<file path="config.mk">
export PLATFORM = sky130hd
export DESIGN_NAME = lupa_spi_cfg_slave_flat
export DESIGN_NICKNAME = d
export VERILOG_FILES = /design/src/rtl/lupa_spi_cfg_slave_pkg.sv /design/src/rtl/lupa_spi_cfg_slave_if.sv /design/src/rtl/lupa_spi_cfg_slave_sync_edge.sv /design/src/rtl/lupa_spi_cfg_slave.sv /design/src/flat_wrapper.sv
export SDC_FILE = /design/constraint.sdc
export NUM_CORES = 1
export LEC_CHECK = 0
export CAP_MARGIN = 20
export CORE_UTILIZATION = 50
export CTS_CLUSTER_SIZE = 14
export DETAILED_ROUTE_END_ITERATION = 10
export GPL_TIMING_DRIVEN = 1
export PLACE_DENSITY_LB_ADDON = 0.12
export SYNTH_ARGS = -nofsm -noshare
export SYNTH_HDL_FRONTEND = slang
export SYNTH_HIERARCHICAL = 1
export SYNTH_SLANG_ARGS = --single-unit
</file>
<file path="constraint.sdc">
create_clock -name clock_80 -period 6.6 [get_ports clock_80]
set_input_delay 1.65 -clock clock_80 [delete_from_list [all_inputs] [get_ports clock_80]]
set_output_delay 1.65 -clock clock_80 [all_outputs]
set_load 0.01 [all_outputs]
</file>
<file path="src/rtl/lupa_spi_cfg_slave_pkg.sv">
// Shared constants and types for the LUPA300 configuration link receiver:
// register map, power-on defaults, frame geometry and frame FSM states.
package lupa_cfg_pkg;

  localparam int FRAME_BITS = 16;
  localparam int ADDR_W     = 4;
  localparam int DATA_W     = 12;
  localparam int CNT_W      = 5;
  localparam int CNT_SAT    = 17;

  localparam logic [ADDR_W-1:0] ADDR_SEQUENCER  = 4'h0;
  localparam logic [ADDR_W-1:0] ADDR_START_Y    = 4'h1;
  localparam logic [ADDR_W-1:0] ADDR_START_X    = 4'h2;
  localparam logic [ADDR_W-1:0] ADDR_NB_X       = 4'h3;
  localparam logic [ADDR_W-1:0] ADDR_MODE       = 4'h4;
  localparam logic [ADDR_W-1:0] ADDR_RESERVED5  = 4'h5;
  localparam logic [ADDR_W-1:0] ADDR_RESERVED6  = 4'h6;
  localparam logic [ADDR_W-1:0] ADDR_NB_Y       = 4'h7;
  localparam logic [ADDR_W-1:0] ADDR_PGA_GAIN   = 4'h8;
  localparam logic [ADDR_W-1:0] ADDR_ADC_RANGE  = 4'h9;
  localparam logic [ADDR_W-1:0] ADDR_DAC_VREF   = 4'hA;
  localparam logic [ADDR_W-1:0] ADDR_OFFSET     = 4'hB;
  localparam logic [ADDR_W-1:0] ADDR_BIAS1      = 4'hC;
  localparam logic [ADDR_W-1:0] ADDR_BIAS2      = 4'hD;
  localparam logic [ADDR_W-1:0] ADDR_CALIB_ADC1 = 4'hE;
  localparam logic [ADDR_W-1:0] ADDR_CALIB_ADC2 = 4'hF;

  // Packed so that REG_DEFAULTS[addr] indexes naturally; listed from 0xF down to 0x0.
  localparam logic [15:0][DATA_W-1:0] REG_DEFAULTS = {
    12'h0DB, 12'h6DB, 12'hADF, 12'hFB0,
    12'h0F0, 12'h055, 12'h06B, 12'h04A,
    12'h1E1, 12'h000, 12'h000, 12'h002,
    12'h0A0, 12'h000, 12'h000, 12'h029
  };

  typedef enum logic [1:0] {
    ST_IDLE,
    ST_SHIFT,
    ST_FULL,
    ST_OVER
  } frame_state_t;

endpackage

</file>
<file path="src/rtl/lupa_spi_cfg_slave_if.sv">
// The three-wire LUPA300 configuration link as seen between master and sensor.
interface lupa_spi_cfg_slave_if;

  logic spi_clk;
  logic spi_en;
  logic spi_dat;

  modport master (output spi_clk, output spi_en, output spi_dat);
  modport slave  (input spi_clk, input spi_en, input spi_dat);

endinterface

</file>
<file path="src/rtl/lupa_spi_cfg_slave_sync_edge.sv">
// Brings one asynchronous link wire into the block clock domain and flags
// its rising edges using one extra flop behind the synchroniser.
module sync_edge #(
  parameter int STAGES = 2
) (
  input  logic clk,
  input  logic rst_n,
  input  logic async_in,
  output logic sync_out,
  output logic rise
);

  logic [STAGES-1:0] chain;
  logic              last;

  // Synchroniser chain followed by the edge-detect history flop.
  always_ff @(posedge clk or negedge rst_n) begin
    if (!rst_n) begin
      chain <= '0;
      last  <= 1'b0;
    end else begin
      chain <= {chain[STAGES-2:0], async_in};
      last  <= chain[STAGES-1];
    end
  end

  assign sync_out = chain[STAGES-1];
  assign rise     = chain[STAGES-1] & ~last;

endmodule

</file>
<file path="src/rtl/lupa_spi_cfg_slave.sv">
// Sensor-side receiver of the LUPA300 configuration link: oversamples the
// link, shifts in 16-bit address/data frames and commits them into a
// 16 x 12-bit register bank when the enable strobe rises.
module lupa_spi_cfg_slave
  import lupa_cfg_pkg::*;
#(
  parameter int SYNC_STAGES = 2
) (
  input  logic                clock_80,
  input  logic                reset_n,
  lupa_spi_cfg_slave_if.slave link,
  input  logic [ADDR_W-1:0]   rd_addr,
  output logic [DATA_W-1:0]   rd_data,
  output logic [10:0]         seq_reg,
  output logic                wr_strobe,
  output logic [ADDR_W-1:0]   wr_addr,
  output logic [DATA_W-1:0]   wr_data,
  output logic                frame_err,
  output logic [7:0]          frame_count
);

  logic rise_clk, rise_en, en_sync, dat_sync;
  logic clk_level_unused, en_rise_pad_unused, dat_rise_unused;
  logic clk_accept;

  logic [FRAME_BITS-1:0] sr;
  logic [CNT_W-1:0]      cnt;
  frame_state_t          state, state_next;
  logic                  do_commit, do_err;
  logic [DATA_W-1:0]     bank [16];

  sync_edge #(.STAGES(SYNC_STAGES)) u_clk_sync (
    .clk(clock_80), .rst_n(reset_n), .async_in(link.spi_clk),
    .sync_out(clk_level_unused), .rise(rise_clk)
  );

  sync_edge #(.STAGES(SYNC_STAGES)) u_en_sync (
    .clk(clock_80), .rst_n(reset_n), .async_in(link.spi_en),
    .sync_out(en_sync), .rise(rise_en)
  );

  sync_edge #(.STAGES(SYNC_STAGES)) u_dat_sync (
    .clk(clock_80), .rst_n(reset_n), .async_in(link.spi_dat),
    .sync_out(dat_sync), .rise(dat_rise_unused)
  );

  assign en_rise_pad_unused = 1'b0;

  // Link clock edges only count while the commit strobe is low, which also
  // drops a clock edge coinciding with the strobe's rising edge.
  assign clk_accept = rise_clk & ~en_sync;

  // Shift register and saturating bit counter; every commit attempt clears both.
  always_ff @(posedge clock_80 or negedge reset_n) begin
    if (!reset_n) begin
      sr  <= '0;
      cnt <= '0;
    end else if (rise_en) begin
      sr  <= '0;
      cnt <= '0;
    end else if (clk_accept) begin
      sr <= {sr[FRAME_BITS-2:0], dat_sync};
      if (cnt != CNT_W'(CNT_SAT)) begin
        cnt <= cnt + CNT_W'(1);
      end
    end
  end

  // Frame state register.
  always_ff @(posedge clock_80 or negedge reset_n) begin
    if (!reset_n) begin
      state <= ST_IDLE;
    end else begin
      state <= state_next;
    end
  end

  // Frame progress: only a frame of exactly 16 accepted bits sits in FULL.
  always_comb begin
    state_next = state;
    if (rise_en) begin
      state_next = ST_IDLE;
    end else if (clk_accept) begin
      case (state)
        ST_IDLE:  state_next = ST_SHIFT;
        ST_SHIFT: if (cnt == CNT_W'(FRAME_BITS - 1)) state_next = ST_FULL;
        ST_FULL:  state_next = ST_OVER;
        default:  state_next = state;
      endcase
    end
  end

  // Commit decision, evaluated on the bit count held before this cycle's edge.
  always_comb begin
    do_commit = 1'b0;
    do_err    = 1'b0;
    if (rise_en) begin
      if (state == ST_FULL) begin
        do_commit = 1'b1;
      end else begin
        do_err = 1'b1;
      end
    end
  end

  // Register bank and commit reporting, all updated on the same edge.
  always_ff @(posedge clock_80 or negedge reset_n) begin
    if (!reset_n) begin
      for (int i = 0; i < 16; i++) begin
        bank[i] <= REG_DEFAULTS[i];
      end
      wr_strobe   <= 1'b0;
      frame_err   <= 1'b0;
      wr_addr     <= '0;
      wr_data     <= '0;
      frame_count <= '0;
    end else begin
      wr_strobe <= do_commit;
      frame_err <= do_err;
      if (do_commit) begin
        bank[sr[FRAME_BITS-1 -: ADDR_W]] <= sr[DATA_W-1:0];
        wr_addr     <= sr[FRAME_BITS-1 -: ADDR_W];
        wr_data     <= sr[DATA_W-1:0];
        frame_count <= frame_count + 8'd1;
      end
    end
  end

  assign rd_data = bank[rd_addr];
  assign seq_reg = bank[ADDR_SEQUENCER][10:0];

endmodule
</file>
<file path="src/flat_wrapper.sv">
// flat-port wrapper written by rule: the top's interface ports become plain ports
module lupa_spi_cfg_slave_flat import lupa_cfg_pkg::*;
#(
  parameter int SYNC_STAGES = 2
)
  (clock_80, reset_n, rd_addr, rd_data, seq_reg, wr_strobe, wr_addr, wr_data, frame_err, frame_count, link_spi_clk, link_spi_en, link_spi_dat);
  lupa_spi_cfg_slave_if link_i ();
  input  logic clock_80;
  input  logic reset_n;
  input  logic [ADDR_W-1:0] rd_addr;
  output logic [DATA_W-1:0] rd_data;
  output logic [10:0] seq_reg;
  output logic wr_strobe;
  output logic [ADDR_W-1:0] wr_addr;
  output logic [DATA_W-1:0] wr_data;
  output logic frame_err;
  output logic [7:0] frame_count;
  input wire logic [$bits(link_i.spi_clk)-1:0] link_spi_clk;
  input wire logic [$bits(link_i.spi_en)-1:0] link_spi_en;
  input wire logic [$bits(link_i.spi_dat)-1:0] link_spi_dat;
  assign link_i.spi_clk = link_spi_clk;
  assign link_i.spi_en = link_spi_en;
  assign link_i.spi_dat = link_spi_dat;
  lupa_spi_cfg_slave #(.SYNC_STAGES(SYNC_STAGES)) u_core (.clock_80(clock_80), .reset_n(reset_n), .link(link_i), .rd_addr(rd_addr), .rd_data(rd_data), .seq_reg(seq_reg), .wr_strobe(wr_strobe), .wr_addr(wr_addr), .wr_data(wr_data), .frame_err(frame_err), .frame_count(frame_count));
endmodule
</file>
### Word-level counts from Yosys, hierarchy flattened

Cells that the tools add are included.
W data, S select, Z words.

| storage, ports and cells | value |
|---|---|
| logic and storage cells | 73 |
| output and inout port bits | 49 |
| register bits | 249 |
| input bits | 9 |

| cells by class | value |
|---|---|
| reduce and logical (&&, ||, !) cells | 7 |
| magnitude comparators | 3 |
| bitwise logic cells | 8 |
| muxes and demuxes | 19 |
| add/subtract/negate cells | 2 |
| equal/unequal tests | 5 |

Operator list:

| operator | count |
|---|---|
| $bwmux W192 | 1 |
| $bmux W12 S4 | 1 |
| $demux W12 S4 | 1 |
| $mux W12 | 3 |
| $mux W16 | 2 |
| $mux W5 | 3 |
| $ge A5 B5 Y1 const B | 2 |
| $not A4 Y5 | 2 |
| $add A8 B1 Y8 const B | 1 |
| $mux W2 | 3 |
| $pmux W2 S3 | 1 |
| $add A5 B1 Y5 const B | 1 |
| $eq A5 B4 Y1 const B | 1 |
| $lt A5 B1 Y1 const B | 1 |
| $ne A5 B5 Y1 const B | 1 |
| $mux W1 | 4 |
| $reduce_bool A2 Y1 | 2 |
| $reduce_bool A4 Y1 | 1 |
| $and A1 B1 Y1 | 3 |
| $ne A3 B1 Y1 const B | 1 |
| $not A1 Y1 | 3 |
| $reduce_and A3 Y1 | 1 |
| $eq A2 B1 Y1 const B | 1 |
| $eq A2 B2 Y1 const B | 1 |
| 3 further kinds | 3 |

### Depth between registers and ports, before layout

Gate-level depths: netlist of run 1.

| logic depth | value |
|---|---|
| depth in word-level cells | 6 |
| gate-level depth with buffers | 8 |
| depth with buffers taken out | 6 |

### Cells and area by module

The synthesis of run 1 kept the hierarchy.

By module, submodules not included:

| module | sequential area each (um^2) | area an instance (um^2) | instances | cells an instance |
|---|---|---|---|---|
| lupa_spi_cfg_slave | 6102.1 | 11025.6 | 1 | 779 |
| sync_edge | 75.1 | 88.8 | 3 | 4 |

### Worst setup path after synthesis of run 1

No wires, ideal clock.

| timing path | value |
|---|---|
| kind | in2out |
| from | input port rd_addr[0] |
| to | output port rd_data[10] |
| arrival time | 2909 ps |
| path buffers | 2 |
| stages on the path | 5 |
| required time | 4950 ps |
| setup slack | 2041 ps |
| cell sequence | buf_2 > buf_4 > mux4_2 > a22oi_1 > nand2_1 |

| on the way | value |
|---|---|
| word-level cells in the longest chain between the ends | 4 |

Ends and longest elaborated chain:

| element | line | source |
|---|---|---|
| from (decl) | flat_wrapper.sv:10 | `input logic [ADDR_W-1:0] rd_addr;` |
| $not A4 Y5 (implied by the code) | lupa_spi_cfg_slave.sv:129 | `assign rd_data = bank[rd_addr];` |
| $bmux W12 S4 | lupa_spi_cfg_slave.sv:129 |  |
| $mux W12 (implied by the code) (2 in series) | lupa_spi_cfg_slave.sv:129 |  |
| to (decl) | flat_wrapper.sv:11 | `output logic [DATA_W-1:0] rd_data;` |

Every way passes these cells. The select of a mux whose other input is x is not followed.

### Worst setup path in the final report of run 1

| timing path | value |
|---|---|
| from | input port rd_addr[0] |
| to | output port rd_data[8] |

The elaborated chain is that of the path after synthesis.

==> results.json, run 1 <==
{
  "powerDensity_nw_per_um2": 244.2,
  "top_level_ports": 58,
  "fin_worst_skew_ns": 0.01327,
  "layout_commonest_cell": "dfrtp_1",
  "setup_viol": 0,
  "cts-htree-levels": 1,
  "port-buffer-count": 57,
  "min_path_cells": 0,
  "use_met3_pct": 3.337,
  "rsz0062_at_grt": "false",
  "crit_path_top_delay_cell": "mux4_2",
  "vias_per_cell": 5.843,
  "ctsResizeCount": 0,
  "netlist_area_um2": 11250,
  "crit_arrival_ns": 3.78,
  "syn_nets": 805,
  "max_slew_margin_pct": 23.54,
  "critPathLaunchType": "input port",
  "hpwl_mm": 15.31,
  "insertion_delay_ns": 0.53,
  "worst_setup_path_end_kind": "primary output",
  "regMostFlops": "u_core/bank",
  "start_util_pct": 51.25,
  "core_area_um2": 21960,
  "routed_wl_mm": 24.98,
  "gp_congestion": 0.7323,
  "r2r_slack_ns": 3.71,
  "r2r-end": "u_core/bank[29]$_DFFE_PN0P_",
  "fin_crit_sh_pct": 82.27,
  "cts-root-buf": "clkbuf_16",
  "layout_common_cells": "dfrtp_1, mux2_2, nand2_1",
  "drive_gt1_share_pct": 43.49,
  "slowest_delay_ns": 0.52,
  "p_leak_nw": 5.806,
  "hold_class": "register to register",
  "route.detailed.drc": 6,
  "die_y_um": 152.0,
  "cts_hold_buffers": 0,
  "ir_worst_vdd_mv": 0.2100,
  "crit_buf_inv": 3,
  "busiest_layer": "met2",
  "grtUsageMet1_pct": 31.01,
  "antenna_cells": 0,
  "rr_startpoint": "u_core/u_en_sync/chain[1]$_DFF_PN0_",
  "yosysWarnings": 6,
  "cts_tree": "yes",
  "syn_inst": 789,
  "crit_required_ns": 4.95,
  "drt_pass1_iterations": 7,
  "crit_type": "input port to primary output",
  "final_antenna_net_count": 0,
  "rows": 54,
  "grt_start_max_net_pins": 136,
  "fin_setup_tns_ns": 0,
  "fin_nets": 825,
  "finalPower_mw": 3.105,
  "grtUsageMet2_pct": 37.01,
  "hold_viol": 0,
  "hold-path-endpoint": "u_core/u_en_sync/chain[1]$_DFF_PN0_",
  "first_iter_violations": 351,
  "period_minus_slack_ns": 5.430,
  "area_growth_syn_to_layout_pct": 12.99,
  "track_usage_pct": 22.34,
  "largest_reg_flops": 181,
  "layout_setup_ws_ns": 1.170,
  "max_freq_mhz": 184.2,
  "cts_inserted_buffers": 27,
  "die_area_um2": 23110,
  "hp-start": "u_core/u_en_sync/chain[0]$_DFF_PN0_",
  "fp.dieW_um": 152.0,
  "reg_top3": "u_core/bank (181), u_core/sr (16), u_core/wr_data (12)",
  "antenna_found_initial": 0,
  "vias": 6486,
  "grt_pass1_wl_mm": 39.94,
  "status": "complete, but fails checks",
  "worstMarginPinSlew_ns": 1.146,
  "clk_pin_slew_ns": 0.06,
  "cts_setup_buffers": 0,
  "crit_family": "buffers and inverters",
  "grt_pass1_vias": 6939,
  "violations": "design-rule violations",
  "maxCapViolCount": 0,
  "critPathMaxFanout": 25,
  "cts_num_sinks": 249,
  "holdWs_ns": 0.3532,
  "clockBufferDepth": 3,
  "crit_top_cell": "buf_4",
  "syn_avg_cell_area_um2": 14.26,
  "cp_cell_sequence": "buf_4, buf_4, mux4_2, a22oi_1, nand2_1, clkdlybuf4s50_1",
  "r2r_cells": 4,
  "grt_overflow": 0,
  "dp_slack_ns": 1.133,
  "cp-startpoint": "rd_addr[0]",
  "wire_per_inst_um": 22.50,
  "fin_util_pct": 57.90,
  "maxSlewViolCount": 0
}
-- routing by layer --
metal / vias up / share of wire (%)
li1: 2847 / -
met5: - / 0
met4: 0 / 2.1
met2: 149 / 49
met1: 3451 / 44
met3: 39 / 5.1
-- layout make-up --
class | instances | area, um^2
Fill cell | 1710 | 9244
Multi-Input combinational cell | 455 | 4537
Tap cell | 280 | 350.3
Timing Repair Buffer | 70 | 678.2
Clock buffer | 47 | 780.7
Inverter | 6 | 22.52
Clock inverter | 3 | 43.79
Sequential cell | 249 | 6302
-- how the worst max path moves through the flow --
stage / end / slack, ns / cells after the start
after floorplan: rd_data[10] / 2.04 / 5
after global placement: rd_data[9] / 1.15 / 6
after detailed placement: rd_data[8] / 1.13 / 6
after CTS: rd_data[8] / 1.12 / 6
after global routing: rd_data[9] / 0.97 / 6
final: rd_data[8] / 1.17 / 6
-- report_power, final --
part | leakage (nW) | total (mW) | switching, mW | internal [mW]
clock network | 0.397 | 1.41 | 0.573 | 0.835
registers | 3.25 | 1.56 | 0.0186 | 1.54
logic | 2.16 | 0.135 | 0.0847 | 0.0499
-- metrics by stage --
stage               area (um^2)  cells
global placement          11890   1060
global route              12710   1110
CTS                       12710   1110
floorplan                 11250    789
finish                    12710   1110
detailed placement        11890   1060
Power figures use the tool's default switching activity.
==> inputs of run 2 (changes only) <==
- clock period: 6.6 -> 5.4 ns (I/O delays scaled with it)
==> run 2 against run 1 <==
Net effect:
- the flow still finishes with violations (design-rule violations)
- worst setup slack lost 0.52 ns
- first-iteration DRC count increased by 24%
- largest cell class unchanged
- clock skew is 0.0071 ns higher
- register-to-register slack lost 1.1 ns
- sequential share of layout area down 0.65 points
- clock-buffer cell count fell by 15
- sequential power grew 22%
- clock power is 35% higher
- die area is the same
- non-clock buffer count grew 6
- critical path type unchanged
- critical path depth is the same
- largest power group unchanged
==> results.json, run 2 (same netlist as run 1, synthesis figures left out) <==
{
  "status": "complete, but fails checks",
  "violations": "design-rule violations",
  "cts_inserted_buffers": 27,
  "fp.dieW_um": 152.0,
  "fill_cells": 1671,
  "fin_crit_sh_pct": 88.03,
  "seq_area_um2": 6302,
  "ctsResizeCount": 0,
  "final_area_um2": 12880,
  "vias_per_cell": 5.878,
  "hpwl_mm": 15.90,
  "multiInputGateArea_um2": 4531,
  "fin_setup_tns_ns": 0,
  "worstMarginPinSlew_ns": 1.090,
  "instances_no_fill": 1116,
  "gp_congestion": 0.7668,
  "track_usage_pct": 23.26,
  "p_leak_nw": 5.900,
  "fin_util_pct": 58.68,
  "max_freq_mhz": 210.4,
  "fin_worst_skew_ns": 0.02041,
  "antenna_found_initial": 0,
  "setup_viol": 0,
  "grt_pass1_vias": 7049,
  "top_level_ports": 58,
  "clk_pin_slew_ns": 0.06,
  "cts_setup_buffers": 0,
  "die_area_um2": 23110,
  "regMostFlops": "u_core/bank",
  "hold_class": "register to register",
  "powerDensity_nw_per_um2": 308.9,
  "drt_pass1_iterations": 8,
  "crit_path_top_delay_cell": "clkdlybuf4s50_1",
  "grtUsageMet1_pct": 32.66,
  "rows": 54,
  "maxCapViolCount": 0,
  "max_slew_margin_pct": 27.27,
  "drive_gt1_share_pct": 45.93,
  "grt_overflow": 0,
  "start_util_pct": 51.25,
  "cts_num_sinks": 249,
  "use_met3_pct": 3.366,
  "layout_setup_ws_ns": 0.6465,
  "vias": 6560,
  "final_antenna_net_count": 0,
  "critPathMaxFanout": 19,
  "cp_cell_sequence": "buf_2, buf_4, mux4_2, a22oi_1, nand2_1, clkdlybuf4s50_1",
  "finalPower_mw": 3.980,
  "ir_worst_vdd_mv": 0.3237,
  "cts_tree": "yes",
  "slowest_delay_ns": 0.49,
  "rsz0062_at_grt": "false",
  "grt_start_max_net_pins": 118,
  "critPathLaunchType": "input port",
  "clockBufferDepth": 3,
  "area_growth_syn_to_layout_pct": 14.50,
  "crit_type": "input port to primary output",
  "layout_commonest_cell": "dfrtp_1",
  "antenna_cells": 0,
  "die_y_um": 152.0,
  "grtUsageMet2_pct": 38.29,
  "largest_reg_flops": 181,
  "port-buffer-count": 57,
  "busiest_layer": "met2",
  "worst_setup_path_end_kind": "primary output",
  "crit_arrival_ns": 3.40,
  "layout_common_cells": "dfrtp_1, mux2_2, nand2_1",
  "crit_required_ns": 4.05,
  "routed_wl_mm": 25.83,
  "cts-root-buf": "clkbuf_16",
  "placed_cell_area_um2": 11940,
  "post-place-cells": 1066,
  "core_area_um2": 21960,
  "hold_viol": 0,
  "dp_slack_ns": 0.6579,
  "wire_per_inst_um": 23.15,
  "grt_pass1_wl_mm": 41.26,
  "fin_nets": 831,
  "holdWs_ns": 0.3452,
  "first_iter_violations": 435,
  "insertion_delay_ns": 0.54,
  "period_minus_slack_ns": 4.754,
  "maxSlewViolCount": 0,
  "cts_hold_buffers": 0,
  "reg_top3": "u_core/bank (181), u_core/sr (16), u_core/wr_data (12)",
  "cts-htree-levels": 1,
  "route.detailed.drc": 6
}
==> run 2: cell types whose count changed in the layout (fill, tap and decap cells not counted), sizes merged <==
cell,delta
buf,+6
clkbuf,-15
clkinvlp,+6
clkinv,+7
bufinv,+2
==> run 2: routing by layer <==
metal / vias to the layer above / share of wire, %
met1: 3500 / 44
li1: 2853 / -
met5: - / 0
met4: 0 / 2.0
met3: 37 / 4.8
met2: 170 / 49
==> run 2: report_power, final <==
part,internal [mW],switching [mW]
clock network,1.14,0.767
logic,0.0638,0.105
registers,1.89,0.0221
total,3.09,0.894
==> run 2: final cells by class <==
type	count	share of cell area, %
Sequential cell	249	48.91
Multi-Input combinational cell	455	35.16
Clock buffer	32	5.778
Timing Repair Buffer	76	5.710
Tap cell	280	2.719
Clock inverter	18	1.544
Inverter	6	0.1748
==> run 2: final timing paths <==
check	from	endpoint	slack, ns	cells after the start
max in group asynchronous	reset_n	u_core/bank[63]$_DFFE_PN0P_	3.52	2
min reg2reg	u_core/u_clk_sync/chain[0]$_DFF_PN0_	u_core/u_clk_sync/chain[1]$_DFF_PN0_	0.35	0
max reg2reg	u_core/u_en_sync/chain[1]$_DFF_PN0_	u_core/bank[63]$_DFFE_PN0P_	2.59	4
min in group asynchronous	reset_n	u_core/wr_data[4]$_DFFE_PN0P_	0.81	1
max	rd_addr[1]	rd_data[5]	0.65	6
min	u_core/u_clk_sync/chain[0]$_DFF_PN0_	u_core/u_clk_sync/chain[1]$_DFF_PN0_	0.35	0
==> run 2: worst max-delay path: cells and delay by family <==
kind                   cells  cell delay (ns)
buffers and inverters      3             1.29
muxes                      1             0.35
AOI/OAI and AO/OA          1             0.29
and+or+nand+nor            1             0.10
==> inputs of run 3 (changes only) <==
- ABC_CLOCK_PERIOD_IN_PS: not set -> 5400
- CTS_CLUSTER_SIZE: 14 -> not set
- MAX_ROUTING_LAYER: not set -> met4
==> run 3 against run 2 <==
Net effect:
- the run still ends with design-rule violations left
- sequential share of layout area stayed put
- via count unchanged
- clock skew barely moved
- clock power about the same
- register-to-register slack got worse by 0.03 ns
- critical path depth unchanged
- largest cell class unchanged
==> results.json, run 3 (same netlist as run 1, synthesis figures left out) <==
{
  "switching_share_pct": 22.41,
  "cts_tree": "yes",
  "fin_worst_skew_ns": 0.02082,
  "slowest_delay_ns": 0.49,
  "route.detailed.drc": 6,
  "fp.dieW_um": 152.0,
  "intPower_mw": 3.086,
  "p_leak_nw": 5.900,
  "ir_worst_vdd_mv": 0.3234,
  "worstMarginPinSlew_ns": 1.095,
  "powerDensity_nw_per_um2": 308.7,
  "cts_inserted_buffers": 27,
  "fin_crit_sh_pct": 88.09,
  "status": "complete, but fails checks",
  "start_util_pct": 51.25,
  "max_slew_margin_pct": 26.90,
  "clockBufferDepth": 3,
  "critPathLaunchType": "input port",
  "rows": 54,
  "crit_path_top_delay_cell": "clkdlybuf4s50_1",
  "largest_reg_flops": 181,
  "r2r-end": "u_core/bank[63]$_DFFE_PN0P_",
  "die_y_um": 152.0,
  "power_frac_seq_pct": 48.0,
  "max_freq_mhz": 210.2,
  "hp-start": "u_core/u_dat_sync/chain[0]$_DFF_PN0_",
  "die_area_um2": 23110,
  "layout_commonest_cell": "dfrtp_1",
  "grt_start_max_net_pins": 118,
  "cp.depth": 6,
  "clock_power_share_pct": 47.7,
  "ctsResizeCount": 0,
  "r2r_cells": 4,
  "cts-htree-levels": 1,
  "routed_wl_mm": 25.88,
  "fill_cells": 1671,
  "area_growth_syn_to_layout_pct": 14.50,
  "core_area_um2": 21960,
  "crit_buf_inv": 3,
  "setup_viol": 0,
  "hold_viol": 0,
  "vias": 6560,
  "grt_overflow": 0,
  "first_iter_violations": 464,
  "grt_pass1_vias": 7040,
  "regMostFlops": "u_core/bank",
  "hold_class": "register to register",
  "hold-path-endpoint": "u_core/u_dat_sync/chain[1]$_DFF_PN0_",
  "vias_per_cell": 5.878,
  "cts_setup_buffers": 0,
  "grt_pass1_wl_mm": 41.39,
  "cp_cell_sequence": "buf_2, buf_4, mux4_2, a22oi_1, nand2_1, clkdlybuf4s50_1",
  "final_area_um2": 12880,
  "crit_type": "input port to primary output",
  "maxCapViolCount": 0,
  "violations": "design-rule violations",
  "rr_startpoint": "u_core/u_en_sync/chain[1]$_DFF_PN0_",
  "cts-root-buf": "clkbuf_16",
  "p_sw_uw": 891.3,
  "critPathMaxFanout": 19,
  "crit_arrival_ns": 3.41,
  "min_path_cells": 0,
  "final_antenna_net_count": 0,
  "layout_common_cells": "dfrtp_1, mux2_2, nand2_1",
  "fin_nets": 831,
  "reg_top3": "u_core/bank (181), u_core/sr (16), u_core/wr_data (12)",
  "r2r_slack_ns": 2.56,
  "period_minus_slack_ns": 4.757,
  "antenna_found_initial": 0,
  "placed_cell_area_um2": 11940,
  "wire_per_inst_um": 23.19,
  "cts_hold_buffers": 0,
  "insertion_delay_ns": 0.54,
  "hpwl_mm": 15.90,
  "worst_setup_path_end_kind": "primary output",
  "fin_setup_tns_ns": 0,
  "antenna_cells": 0,
  "track_usage_pct": 24.06,
  "clk_pin_slew_ns": 0.06,
  "p_comb_share_pct": 4.3,
  "port-buffer-count": 57,
  "holdWs_ns": 0.3455,
  "rsz0062_at_grt": "false",
  "crit_family": "buffers and inverters",
  "crit_required_ns": 4.05,
  "maxSlewViolCount": 0,
  "drt_pass1_iterations": 8,
  "cts_num_sinks": 249,
  "top_level_ports": 58,
  "gp_congestion": 0.7771,
  "drive_gt1_share_pct": 45.93
}
run 3: cell counts in the layout (fill, tap and decap cells not counted):
No cell type changed its count.
run 3: worst max-delay path by stage:
stage,startpoint,to,slack (ns)
4_1_cts,rd_addr[1],rd_data[5],0.65
2_1_floorplan,rd_addr[0],rd_data[10],1.44
3_5_place_dp,rd_addr[1],rd_data[5],0.66
3_3_place_gp,rd_addr[1],rd_data[5],0.70
6_report,rd_addr[1],rd_data[5],0.64
5_1_grt,rd_addr[0],rd_data[5],0.55
run 3: final cells by class:
| type | instances | area, um^2 | area share [%] |
|---|---|---|---|
| clock buffers | 32 | 744.5 | 5.778 |
| multi-input cells | 455 | 4531 | 35.16 |
| repair buffers | 76 | 735.7 | 5.710 |
| flip-flops and latches | 249 | 6302 | 48.91 |
| well taps | 280 | 350.3 | 2.719 |
| clock inverters | 18 | 198.9 | 1.544 |
| inverters | 6 | 22.52 | 0.1748 |
run 3: power by group through the flow:
| stage | Clock [mW] | Combinational (mW) | Sequential, mW |
|---|---|---|---|
| floorplan | 0 | 0.0829 | 1.94 |
| global placement | 0 | 0.164 | 1.94 |
| detailed placement | 0 | 0.172 | 1.94 |
| CTS | 1.94 | 0.173 | 1.91 |
| global route | 2.02 | 0.189 | 1.91 |
| finish | 1.90 | 0.169 | 1.91 |
run 3: layer usage:
layer	up-vias	GRT usage [%]	part of all wire, %
met1	3500	32.81	45
met5	-	-	0
met4	0	6.025	2.1
met3	41	3.337	4.2
li1	2851	-	-
met2	168	38.34	49
run 3: metrics by stage:
stage | utilization [%] | power, mW | std cells | setup WS [ns]
2_1_floorplan | - | 2.019 | 789 | 1.441
3_3_place_gp | 54.38 | 2.104 | 1066 | 0.6990
3_5_place_dp | 54.38 | 2.114 | 1066 | 0.6579
4_1_cts | 58.68 | 4.022 | 1116 | 0.6467
5_1_grt | 58.68 | 4.123 | 1116 | 0.5529
6_report | 58.68 | 3.977 | 1116 | 0.6431
